$ cat config.mk
export PLATFORM = sky130hd
export DESIGN_NAME = counter_mod_k_ctrl
export DESIGN_NICKNAME = d
export VERILOG_FILES = /design/src/rtl/counter_pkg.sv /design/src/rtl/sat_counter.sv /design/src/rtl/counter_mod_k_ctrl.sv
export SDC_FILE = /design/constraint.sdc
export NUM_CORES = 1
export LEC_CHECK = 0
export ABC_AREA = 1
export ABC_CLOCK_PERIOD_IN_PS = 3000
export BUFFER_PORTS_ARGS = -buffer_cell sky130_fd_sc_hd__buf_4
export CAP_MARGIN = 0
export CORE_ASPECT_RATIO = 0.75
export CORE_MARGIN = 1.5
export CORE_UTILIZATION = 25
export CTS_CLUSTER_SIZE = 20
export DETAILED_ROUTE_END_ITERATION = 7
export PLACE_DENSITY = 0.53
export REMOVE_ABC_BUFFERS = 1
export SLEW_MARGIN = 30
export SYNTH_ARGS = -nofsm -noshare
export SYNTH_HDL_FRONTEND = slang
export SYNTH_SLANG_ARGS = --single-unit
$ cat constraint.sdc
create_clock -name i_clk -period 3 [get_ports i_clk]
set_clock_uncertainty 0.2 [all_clocks]
set_input_delay 0.6 -clock i_clk [delete_from_list [all_inputs] [get_ports i_clk]]
set_output_delay 0.6 -clock i_clk [all_outputs]
set_load 0.05 [all_outputs]
$ cat src/rtl/counter_pkg.sv
// Shared types and helpers for the modulo-K counter controller.
package counter_pkg;

  typedef enum logic [1:0] {
    IDLE = 2'd0,
    RUN  = 2'd1,
    DONE = 2'd2
  } state_e;

  // Largest count value for a latched modulus; a modulus of 0 selects the full n-bit range.
  function automatic logic [31:0] keff_m1(input logic [31:0] mk, input int unsigned n);
    logic [31:0] full;
    full = 32'hFFFF_FFFF >> (32 - n);
    if (mk == 32'd0) begin
      keff_m1 = full;
    end else begin
      keff_m1 = mk - 32'd1;
    end
  endfunction

endpackage

$ cat src/rtl/sat_counter.sv
// Saturating up-counter with synchronous clear; clear wins over increment.
module sat_counter #(
  parameter int unsigned W = 8
) (
  input  logic         clk,
  input  logic         reset_n,
  input  logic         clear,
  input  logic         inc,
  output logic [W-1:0] value
);

  logic [W-1:0] value_q;
  logic [W-1:0] value_d;

  always_comb begin
    value_d = value_q;
    if (clear) begin
      value_d = '0;
    end else if (inc && (value_q != {W{1'b1}})) begin
      value_d = value_q + W'(1);
    end
  end

  always_ff @(posedge clk or negedge reset_n) begin
    if (!reset_n) begin
      value_q <= '0;
    end else begin
      value_q <= value_d;
    end
  end

  assign value = value_q;

endmodule

$ cat src/rtl/counter_mod_k_ctrl.sv
// Modulo-K up/down counter with start/load control, one-shot or wrapping operation,
// and a saturating count of wraps since the last start.
module counter_mod_k_ctrl
  import counter_pkg::*;
#(
  parameter int unsigned N = 8,
  parameter int unsigned W = 8
) (
  input  logic         i_clk,
  input  logic         i_reset_n,
  input  logic         i_start,
  input  logic         i_en,
  input  logic         i_up,
  input  logic         i_oneshot,
  input  logic [N-1:0] i_k,
  input  logic         i_load,
  input  logic [N-1:0] i_load_val,
  output logic [N-1:0] o_count,
  output logic         o_tc,
  output logic         o_busy,
  output logic         o_done,
  output logic [W-1:0] o_wraps
);

  state_e       state_q;
  state_e       state_d;
  logic [N-1:0] count_q;
  logic [N-1:0] count_d;
  logic [N-1:0] mk_q;
  logic [N-1:0] mk_d;

  logic [N-1:0] top_cur;
  logic [N-1:0] top_new;
  logic [N-1:0] load_clamped;
  logic         terminal;
  logic         wrap_clear;
  logic         wrap_inc;

  // top_cur bounds the running modulus; top_new is the bound a start would latch.
  assign top_cur      = N'(keff_m1(32'(mk_q), N));
  assign top_new      = N'(keff_m1(32'(i_k), N));
  assign load_clamped = (i_load_val > top_cur) ? top_cur : i_load_val;
  assign terminal     = i_up ? (count_q == top_cur) : (count_q == '0);

  always_comb begin
    state_d    = state_q;
    count_d    = count_q;
    mk_d       = mk_q;
    wrap_clear = 1'b0;
    wrap_inc   = 1'b0;

    if (i_start) begin
      state_d    = RUN;
      mk_d       = i_k;
      count_d    = i_up ? '0 : top_new;
      wrap_clear = 1'b1;
    end else if (i_load) begin
      count_d = load_clamped;
    end else begin
      case (state_q)
        RUN: begin
          if (i_en) begin
            if (!terminal) begin
              count_d = i_up ? (count_q + N'(1)) : (count_q - N'(1));
            end else if (i_oneshot) begin
              state_d = DONE;
            end else begin
              count_d  = i_up ? '0 : top_cur;
              wrap_inc = 1'b1;
            end
          end
        end
        IDLE, DONE: begin
        end
        default: begin
          state_d = IDLE;
        end
      endcase
    end
  end

  always_ff @(posedge i_clk or negedge i_reset_n) begin
    if (!i_reset_n) begin
      state_q <= IDLE;
      count_q <= '0;
      mk_q    <= '0;
    end else begin
      state_q <= state_d;
      count_q <= count_d;
      mk_q    <= mk_d;
    end
  end

  sat_counter #(
    .W (W)
  ) u_wraps (
    .clk     (i_clk),
    .reset_n (i_reset_n),
    .clear   (wrap_clear),
    .inc     (wrap_inc),
    .value   (o_wraps)
  );

  assign o_count = count_q;
  assign o_tc    = (state_q == RUN) && i_en && terminal;
  assign o_busy  = (state_q == RUN);
  assign o_done  = (state_q == DONE);

endmodule

Yosys cells after proc, flatten, opt, wreduce, memory -nomap -nowiden

Index checks and enable logic that the tools add are counted.

Flip-flop bits (word level): 26
Logic and storage cells: 61
Output and inout port bits: 19
Input bits: 23

$lt $le $gt $ge: 1
Add/sub/neg operators: 5
Reduce and logical (&&, ||, !) cells: 13
Eq/ne operators: 10
Mux-type cells: 28

Operators by type and width:

| cell                | count |
|---|---|
| $mux 8              | 14 |
| $logic_not 8->1     | 3 |
| $sub 8x1->8 const B | 3 |
| $add 8x1->8 const B | 2 |
| $mux 2              | 5 |
| $eq 8x8->1          | 1 |
| $gt 8x8->1          | 1 |
| $mux 1              | 8 |
| $ne 8x8->1 const B  | 1 |
| $ne 3x3->1 const B  | 2 |
| $reduce_bool 3->1   | 2 |
| $reduce_and 5->1    | 1 |
| $ne 2x2->1 const B  | 2 |
| $ne 4x4->1 const B  | 1 |
| $pmux 2 s2          | 1 |
| $logic_and 1x1->1   | 3 |
| $ne 3x2->1 const B  | 1 |
| $reduce_and 3->1    | 1 |
| $eq 2x1->1 const B  | 1 |
| $eq 2x2->1 const B  | 1 |
| $logic_not 2->1     | 1 |
| $reduce_bool 2->1   | 1 |
| $reduce_or 2->1     | 1 |

Depth between registers and ports, before layout

Gate-level depths: netlist of the first run.

Word-level depth: 12
Gate-level depth with buffers: 20
Gate-level depth less buffers: 19

Modules after synthesis

From an unflattened synthesis of the first run, not the netlist that was laid out.

Cells, all modules: 425
Area, all modules: 2751.4 um2

Modules (own cells, without submodules):

| module             | instances | seq. area each (um2) | area an instance (um2) | cells each |
|---|---|---|---|---|
| counter_mod_k_ctrl | 1         | 450.4                | 2239.6                 | 351 |
| sat_counter        | 1         | 200.2                | 511.7                  | 74 |

Worst setup path before layout of the first run

OpenSTA, ideal clock, no wires.

Path kind: register to output
From: register mk_q[0]
To: output port o_tc
Arrival: 2.160 ns
Stages on the path, launching flop included: 11
Buffers on the path: 0
Data required time: 2.200 ns
Setup slack: 0.040 ns
Cell sequence: dfrtp_1 > inv_1 > ha_1 > nand2_1 > o21ai_4 > nand2_1 > nand2_1 > nand3_1 > nor2_2 > nand3_4 > a21boi_2

Word-level cells in the longest chain between the ends: 5
Elaborated cells on any way between the ends: 6
Those cells by class: add/sub: 1; eq/ne: 1; mux: 2; reduce/logical: 2

RTL lines:

| element                                               | line                                 | text |
|---|---|---|
| start: declaration                                    | counter_mod_k_ctrl.sv:29             | `logic [N-1:0] mk_q;` |
| start signal: assignment                              | counter_mod_k_ctrl.sv:90             | `mk_q <= mk_d;` |
| $sub 8x1->8 / $logic_not 8->1 (equally long branches) | counter_pkg.sv:17, counter_pkg.sv:14 |  |
| $mux 8 *                                              | counter_pkg.sv:14                    | `if (mk == 32'd0) begin` |
| $eq 8x8->1 *                                          | counter_mod_k_ctrl.sv:43             | `assign terminal = i_up ? (count_q == top_cur) : (count_q == '0);` |
| $mux 1 *                                              | counter_mod_k_ctrl.sv:43             |  |
| $logic_and 1x1->1 *                                   | counter_mod_k_ctrl.sv:105            | `assign o_tc = (state_q == RUN) && i_en && terminal;` |
| end: declaration                                      | counter_mod_k_ctrl.sv:19             | `output logic o_tc,` |

Every way passes the cells marked *; elsewhere a longest branch is shown, timed or not.

Worst setup path after layout of the first run

From: register mk_q[2]
To: output port o_tc

The elaborated chain is that of the path after synthesis.

==> reports/qor.yml, run 1 <==
status: "finished, violations left"
violations: "setup timing"
regArea_um2: 653
multi_input_area_mm2: 0.00191
clk_pin_slew_ns: 0.07
yosysTopAreaCellShare_pct: 24.6
leakage_nw: 1.85
power_w: 0.00172
ys_ff_latch: 26
fp.dieArea_mm2: 0.0112
post-place-ws_ns: -0.0129
first_global_vias: 2721
grt_setup_unrepaired: "true"
slew_violations: 0
design_area_mm2: 0.00356
die_w_um: 122
clk_latency_ns: 0.27
cp.arrival_ns: 2.23
clockBufferDepth: 2
track_usage_pct: 16.1
worst_pin_slew_ns: 0.528
drt_iter0_markers: 168
root_buffer: "clkbuf_16"
detail-route-antenna-nets: 0
nets: 519
period_share_pct: 101
ys_seq_area_share_pct: 24.6
finalWorstSetupSlack_ns: -0.0290
maxCapViolCount: 0
ys_types: 35
ir_worst_vdd_mv: 0.215
finish.utilization_pct: 34.6
row_count: 32
hp-class: "primary input to async pin"
crit_family: "simple AND/OR/NAND/NOR gates"
synth.cell_area_mm2: 0.00265
tritoncts: "done"
routedWlPerCell_um: 14.3
drc: 0
cpMaxStageDelayCell: "dfrtp_2"
hold_viol_final: 0
drt-total-wl_um: 8740
synth_area_per_cell_um2: 6.51
grt-ovfl-total: 0
cp_cell_sequence: "nor2_4 -> buf_6 -> nand4_4 -> buf_6 -> nand3_4 -> nand2_2 -> nand2_1 -> nand2_1 -> nor2_2 -> nand3_4 -> a21boi_4 -> buf_6"
stdcell_count: 611
viasPerCell: 4.64
crit_buf_inv: 3
synth_cells: 407
ys_warn_count: 0
cts_hold_buf: 0
fin_crit_ns: 3.03
p_per_area_mw_per_mm2: 483
port-buffer-count: 41
cts_sinks: 26
syn2layout_area_growth_pct: 34.5
mostFrequentLayoutCell: "nand2_1"
synth_largest_area_cell: "dfrtp_1"
dp_cells: 593
synth_area_leaders: "dfrtp_1 25%, nand2_1 20%, ha_1 9.0%, inv_1 6.8%, nand3_1 5.5%"
start_util_pct: 25.8
startpoint_type: "register"
grt_pass1_wl_um: 14200
io_pins: 42
cts_buffers: 3
fill_cells: 1103
fmax_ghz: 0.330
htree_num_levels: 1
cpMostUsedCell: "buf_6"
slowest_delay_ns: 0.44
max-slew-margin-rel_pct: 64.6
cp_max_fo: 6
setup_viol: 1
insertedDiodeCount: 0
firstDrtPassIters: 4
antenna_found_initial: 0
vias: 2836
dpl.hpwl_um: 6700
grt_max_degree: 27
gp_congestion: 0.917
path_class: "register to output pin"
worstPathRequired_ns: 2.20
end_kind: "output pin"
dpl_cell_area_mm2: 0.00321
coreArea_mm2: 0.0103
drive_above_1_share_pct: 25.1
final_cell_mix: "133 x nand2_1, 61 x buf_4, 45 x inv_1"
die_y_um: 92.2
## worst paths after layout
| check | depth (start not counted) | to | slack (ns) | startpoint |
|---|---|---|---|---|
| max | 12 | o_tc | -0.03 | mk_q[2] |
| min | 1 | u_wraps.value[5] | 0.05 | i_reset_n |
| max reg2reg | 19 | o_count[2] | 0.18 | mk_q[2] |
| min reg2reg | 2 | state_q[0] | 0.33 | state_q[0] |
| max in group asynchronous | 1 | mk_q[2] | 2.27 | i_reset_n |
| min in group i_clk | 2 | state_q[0] | 0.33 | state_q[0] |
## flip-flops by register name, summed over array words and instances (netlist names)
register / count
mk_q: 8
o_count: 8
u_wraps.value: 8
state_q: 2
## worst reg2reg max path: cells and delay by family, from the launching register on
family                   cells  cell delay (ns)
AND/OR/NAND/NOR             10             0.90
flip-flops                   1             0.44
buffers and inverters        5             0.51
adder cells (fa/ha/maj)      1             0.26
AO/OA/AOI/OAI                3             0.40
## power by group
part           leakage, nW  internal [W]  switching (W)
logic                 1.47      0.000325       0.000538
registers            0.331      0.000388      0.0000690
clock network       0.0511      0.000266       0.000137
## cell usage after synthesis (all sizes together)
master and number:
a211oi 1, a21boi 1, a21oi 15, and2 1, buf 1, clkbuf 3, clkinv 1, dfrtp 26
fa 1, ha 19, inv 49, nand2 144, nand3 33, nand3b 1, nand4 11, nor2 45
nor3 3, o211ai 2, o21a 1, o21ai 30, o31ai 3, or2 1, xnor2 2, xor2 13
## kinds of logic after synthesis
logic type | count (synthesis) | share of synthesized area, %
buffers and inverters | 54 | 7.65
XOR/XNOR | 15 | 4.96
flip-flops | 26 | 24.6
AO/OA/AOI/OAI | 53 | 12.3
adder cells (fa/ha/maj) | 20 | 9.73
AND/OR/NAND/NOR | 239 | 40.8
## per-layer routing
layer  wire [um]  global-route usage [%]  vias to the layer above
met2        3750                    23.5                       75
met5           0                       0                        -
met3         477                    2.05                        4
met4          58                    2.16                        0
met1        4460                    25.2                     1309
li1            -                       -                     1448
## stage by stage
| stage | TNS, ns | hold WS (ns) |
|---|---|---|
| global route | -0.245 | 0.0759 |
| CTS | 0 | 0.0574 |
| finish | -0.0290 | 0.0462 |
| detailed placement | -0.0129 | 0.315 |
| floorplan | 0 | 0.104 |
| global placement | 0 | 0.331 |
## cell type report
cell class | instances | share of cell area, %
clock buffer | 3 | 2.11
clock inverter | 1 | 0.842
inverter | 50 | 5.34
multi-input combinational | 327 | 53.6
sequential | 26 | 18.3
tap | 136 | 4.77
timing repair buffer | 68 | 15.1
## what timing repair did
| item | in CTS | in global routing |
|---|---|---|
| gates resized for setup | 15 | 27 |
| setup buffers | 2 | 12 |
| pin swaps | 1 | 14 |
| endpoints found under the setup margin | 2 | 9 |
| gates cloned | 0 | 0 |
Note: power is estimated with default switching activity, not from simulation.
==> run 2, diff against run 1 <==
- BUFFER_PORTS_ARGS: -buffer_cell sky130_fd_sc_hd__buf_4 -> -buffer_cell sky130_fd_sc_hd__buf_2
==> reports/qor.yml, run 2 (synthesis results as in run 1) <==
drt-total-wl_um: 8120
dpl_cell_area_mm2: 0.00314
fmax_ghz: 0.338
clk_latency_ns: 0.27
antenna_found_initial: 0
grt-ovfl-total: 0
worst_pin_slew_ns: 0.632
coreArea_mm2: 0.0103
routedWlPerCell_um: 13.4
port-buffer-count: 41
cp.arrival_ns: 2.16
ir_worst_vdd_mv: 0.214
p_per_area_mw_per_mm2: 492
cts_sinks: 26
slew_violations: 0
drt_iter0_markers: 129
firstDrtPassIters: 4
status: "completed"
power_w: 0.00167
cp_max_fo: 4
multi_input_area_mm2: 0.00189
fill_cells: 1127
tritoncts: "done"
hold_viol_final: 0
row_count: 32
worstPathRequired_ns: 2.20
vias: 2781
die_y_um: 92.2
start_util_pct: 25.8
htree_num_levels: 1
drive_above_1_share_pct: 23.4
startpoint_type: "register"
gp_congestion: 0.857
period_share_pct: 98.8
grt_pass1_wl_um: 13300
grt_max_degree: 27
io_pins: 42
path_class: "register to output pin"
dpl.hpwl_um: 6700
final_cell_mix: "136 x nand2_1, 45 x inv_1, 40 x buf_2"
fin_crit_ns: 2.96
regArea_um2: 652
maxCapViolCount: 0
drc: 0
hp-class: "primary input to async pin"
root_buffer: "clkbuf_16"
setup_viol: 0
cts_buffers: 3
detail-route-antenna-nets: 0
grt_setup_unrepaired: "true"
viasPerCell: 4.58
end_kind: "output pin"
first_global_vias: 2695
insertedDiodeCount: 0
mostFrequentLayoutCell: "nand2_1"
max-slew-margin-rel_pct: 57.9
fp.dieArea_mm2: 0.0112
clockBufferDepth: 2
clk_pin_slew_ns: 0.07
design_area_mm2: 0.00340
syn2layout_area_growth_pct: 28.1
die_w_um: 122
track_usage_pct: 15.1
nets: 515
leakage_nw: 1.80
cts_hold_buf: 0
==> run 2: layout make-up <==
type | instances | share of cell area (%)
repair buffers | 64 | 11.5
inverters | 50 | 5.53
flip-flops and latches | 26 | 19.2
clock buffers | 3 | 2.21
multi-input cells | 327 | 55.6
well taps | 136 | 5.01
clock inverters | 1 | 0.884
==> run 2: what timing repair did <==
item,in CTS,in global routing
resized for setup,15,19
buffers inserted,3,3
pin swaps,3,12
endpoints found under the setup margin,1,9
==> run 2: layer usage <==
layer	track usage, %	vias up	routed length, um
met3	2.61	6	501
li1	-	1442	-
met2	23.7	60	3450
met1	21.9	1273	4120
met4	2.16	0	45
met5	0	-	0
==> run 2: power by group <==
part | switching, W | internal (W)
Clock | 0.000139 | 0.000266
Combinational | 0.000520 | 0.000294
Sequential | 0.0000639 | 0.000388
==> run 2: path summary, 6_finish.rpt <==
kind,end,slack (ns),startpoint,cells past startpoint
hold reg to reg,state_q[0],0.34,state_q[0],2
hold / removal,u_wraps.value[7],0.14,i_reset_n,1
setup / recovery,o_tc,0.04,mk_q[1],13
min in group i_clk,state_q[0],0.34,state_q[0],2
max in group asynchronous,mk_q[2],2.01,i_reset_n,1
setup reg to reg,o_count[0],0.13,mk_q[3],19
==> run 2: per-stage QoR <==
step           std cells  setup TNS (ns)  setup slack, ns  utilization [%]  hold slack, ns
4_1_cts              604               0           0.0152             32.2           0.159
6_report             607               0           0.0375             33.0           0.139
5_1_grt              607          -0.228           -0.120             33.0           0.197
3_3_place_gp         597               0           0.0327             30.5           0.330
3_5_place_dp         597               0           0.0164             30.5           0.322
2_1_floorplan        403               0           0.0400                -           0.104
==> run 2: worst max-delay path, cell delays in order, from the launching register on <==
cell and delay (ns):
dfrtp_1 0.38, inv_2 0.08, ha_4 0.17, buf_6 0.13, xnor2_4 0.19, o21ai_4 0.09
nand2_1 0.06, nand2_1 0.05, nor2_1 0.10, nand2_1 0.08, nor2_2 0.14, nand3_4 0.09
a21boi_4 0.16, buf_6 0.17
==> run 3, diff against run 2 <==
- ABC_AREA: 1 -> unset
==> reports/qor.yml, run 3 <==
ys_warn_count: 0
startpoint_type: "register"
synth_cells: 286
maxCapViolCount: 0
synth_area_per_cell_um2: 8.70
hp-class: "primary input to async pin"
drc: 0
die_y_um: 89.4
grt_setup_unrepaired: "true"
status: "finished, violations left"
cp.arrival_ns: 3.39
htree_num_levels: 1
die_w_um: 118
ys_seq_area_share_pct: 26.2
synth.cell_area_mm2: 0.00249
detail-route-antenna-nets: 0
period_share_pct: 115
clockBufferDepth: 2
routedWlPerCell_um: 16.6
power_frac_clock_pct: 19.4
final_cell_mix: "57 x buf_4, 40 x buf_2, 25 x dfrtp_1"
leakage_nw: 1.62
cts_buffers: 3
firstDrtPassIters: 5
nets: 430
ys_ff_latch: 26
worst_pin_slew_ns: 0.655
setup_viol: 17
syn2layout_area_growth_pct: 48.6
p_switching_w: 0.000723
port-buffer-count: 41
cts_hold_buf: 0
fmax_ghz: 0.291
tritoncts: "done"
synth_largest_area_cell: "dfrtp_1"
regArea_um2: 652
tns_ns: -4.97
viasPerCell: 5.13
synthArstFlopShare_pct: 100
cp_max_fo: 5
hold_viol_final: 0
path_class: "register to register"
cp-startpoint: "mk_q[3]"
switching_share_pct: 41.8
drive_above_1_share_pct: 47.4
fill_cells: 983
seqPwrFrac_pct: 26.8
grt-ovfl-total: 0
insertedDiodeCount: 0
yosysTopAreaCellShare_pct: 26.2
grt_max_degree: 27
violations: "setup timing"
worstPathRequired_ns: 2.95
synth_edf_count: 0
mostFrequentLayoutCell: "buf_4"
max-slew-margin-rel_pct: 56.3
clk_latency_ns: 0.26
track_usage_pct: 16.5
ys_types: 62
io_pins: 42
first_global_vias: 2606
row_count: 31
cts_sinks: 26
antenna_found_initial: 0
p_per_area_mw_per_mm2: 468
multi_input_area_mm2: 0.00199
drt-total-wl_um: 8610
slew_violations: 0
finish.utilization_pct: 38.3
coreArea_mm2: 0.00966
root_buffer: "clkbuf_16"
synthTopCellsByCount: "26 x dfrtp_1, 26 x nor2_1, 24 x a21oi_1"
synth-main-ff-cell: "dfrtp_1"
finalWorstSetupSlack_ns: -0.441
r2r-start: "mk_q[3]"
drt_iter0_markers: 178
clk_pin_slew_ns: 0.07
start_util_pct: 25.8
cpMaxStageDelayCell: "or4_4"
combPwrFrac_pct: 53.8
slowest_delay_ns: 0.57
reg2regPathDepth: 13
end_kind: "register"
grt_pass1_wl_um: 13700
synth_area_leaders: "dfrtp_1 26%, ha_1 9.6%, a21oi_1 4.8%, mux2_2 4.5%, nor2_1 3.9%"
cpMostUsedCell: "nor2_1"
fin_crit_ns: 3.44
p_int_w: 0.00101
cp_cell_sequence: "or4_4 -> nor2_1 -> nor2_1 -> ha_1 -> a21o_1 -> a21o_1 -> a21oi_2 -> nor2_2 -> o31ai_2 -> buf_4 -> nor2_1 -> a211o_1 -> o31a_1"
whs_ns: 0.158
fp.dieArea_mm2: 0.0106
dpl.hpwl_um: 6400
vias: 2658
gp_congestion: 0.874
ir_worst_vdd_mv: 0.215
-- run 3: changes by cell type after synthesis, moves of 12 or more --
cell	delta
nor2_1	-12
nand2_1	-123
inv_1	-33
nand3_1	-19
-- run 3: per-layer routing --
metal	vias to the layer above	global-route usage, %	wire length, um
met2	93	27.1	3850
met5	-	0	0
met3	17	3.32	596
met4	0	4.32	161
li1	1284	-	-
met1	1264	22.5	4000
-- run 3: timing repair --
| action | in CTS | in global routing |
|---|---|---|
| buffers inserted | 10 | 11 |
| gates resized for setup | 35 | 39 |
| gates cloned | 0 | 0 |
| pin swaps | 18 | 14 |
| setup endpoints to repair | 17 | 17 |
-- run 3: critical path, delay by kind of cell, from the launching register on --
kind	cells	cell delay (ns)
AND/OR/NAND/NOR	5	0.87
flip-flops	1	0.44
adder cells (fa/ha/maj)	1	0.30
buffers and inverters	1	0.22
AO/OA/AOI/OAI	6	1.29
-- run 3: kinds of logic (layout without fill, tap and decap cells) --
logic type | after synthesis | in the layout | share of synthesized area, %
multiplexers | 12 | 12 | 5.38
AND/OR/NAND/NOR | 92 | 92 | 20.3
adder cells (fa/ha/maj) | 20 | 20 | 10.4
XOR/XNOR | 17 | 17 | 6.29
AO/OA/AOI/OAI | 93 | 93 | 26.6
flip-flops | 26 | 26 | 26.2
buffers and inverters | 26 | 126 | 4.93
-- run 3: final cells by class --
cell class / instances / area share [%]
Multi-Input combinational cell: 234 / 53.7
Timing Repair Buffer: 107 / 20.3
Sequential cell: 26 / 17.6
Tap cell: 132 / 4.47
Clock buffer: 4 / 2.40
Inverter: 15 / 1.52
-- run 3: power by group through the flow --
stage / logic [W] / registers [W] / clock network, W
3_5_place_dp: 0.000795 / 0.000467 / 0
6_report: 0.000932 / 0.000464 / 0.000336
4_1_cts: 0.000860 / 0.000461 / 0.000346
5_1_grt: 0.00101 / 0.000469 / 0.000356
2_1_floorplan: 0.000387 / 0.000569 / 0
3_3_place_gp: 0.000787 / 0.000467 / 0
-- run 3: final timing paths --
kind	endpoint	slack, ns
setup / recovery	o_count[6]	-0.44
hold / removal	state_q[1]	0.16
setup reg to reg	o_count[6]	-0.44
hold reg to reg	state_q[0]	0.38
max in group asynchronous	mk_q[3]	1.97
min in group i_clk	state_q[0]	0.38
-- run 3: metrics by stage --
step                worst slack [ns]  total power [W]  std cells  area, um^2
floorplan                     -0.636         0.000956        275        2420
global placement              -0.378          0.00125        496        3160
detailed placement            -0.546          0.00126        496        3160
CTS                           -0.396          0.00167        510        3470
global route                  -0.546          0.00183        518        3700
finish                        -0.441          0.00173        518        3700
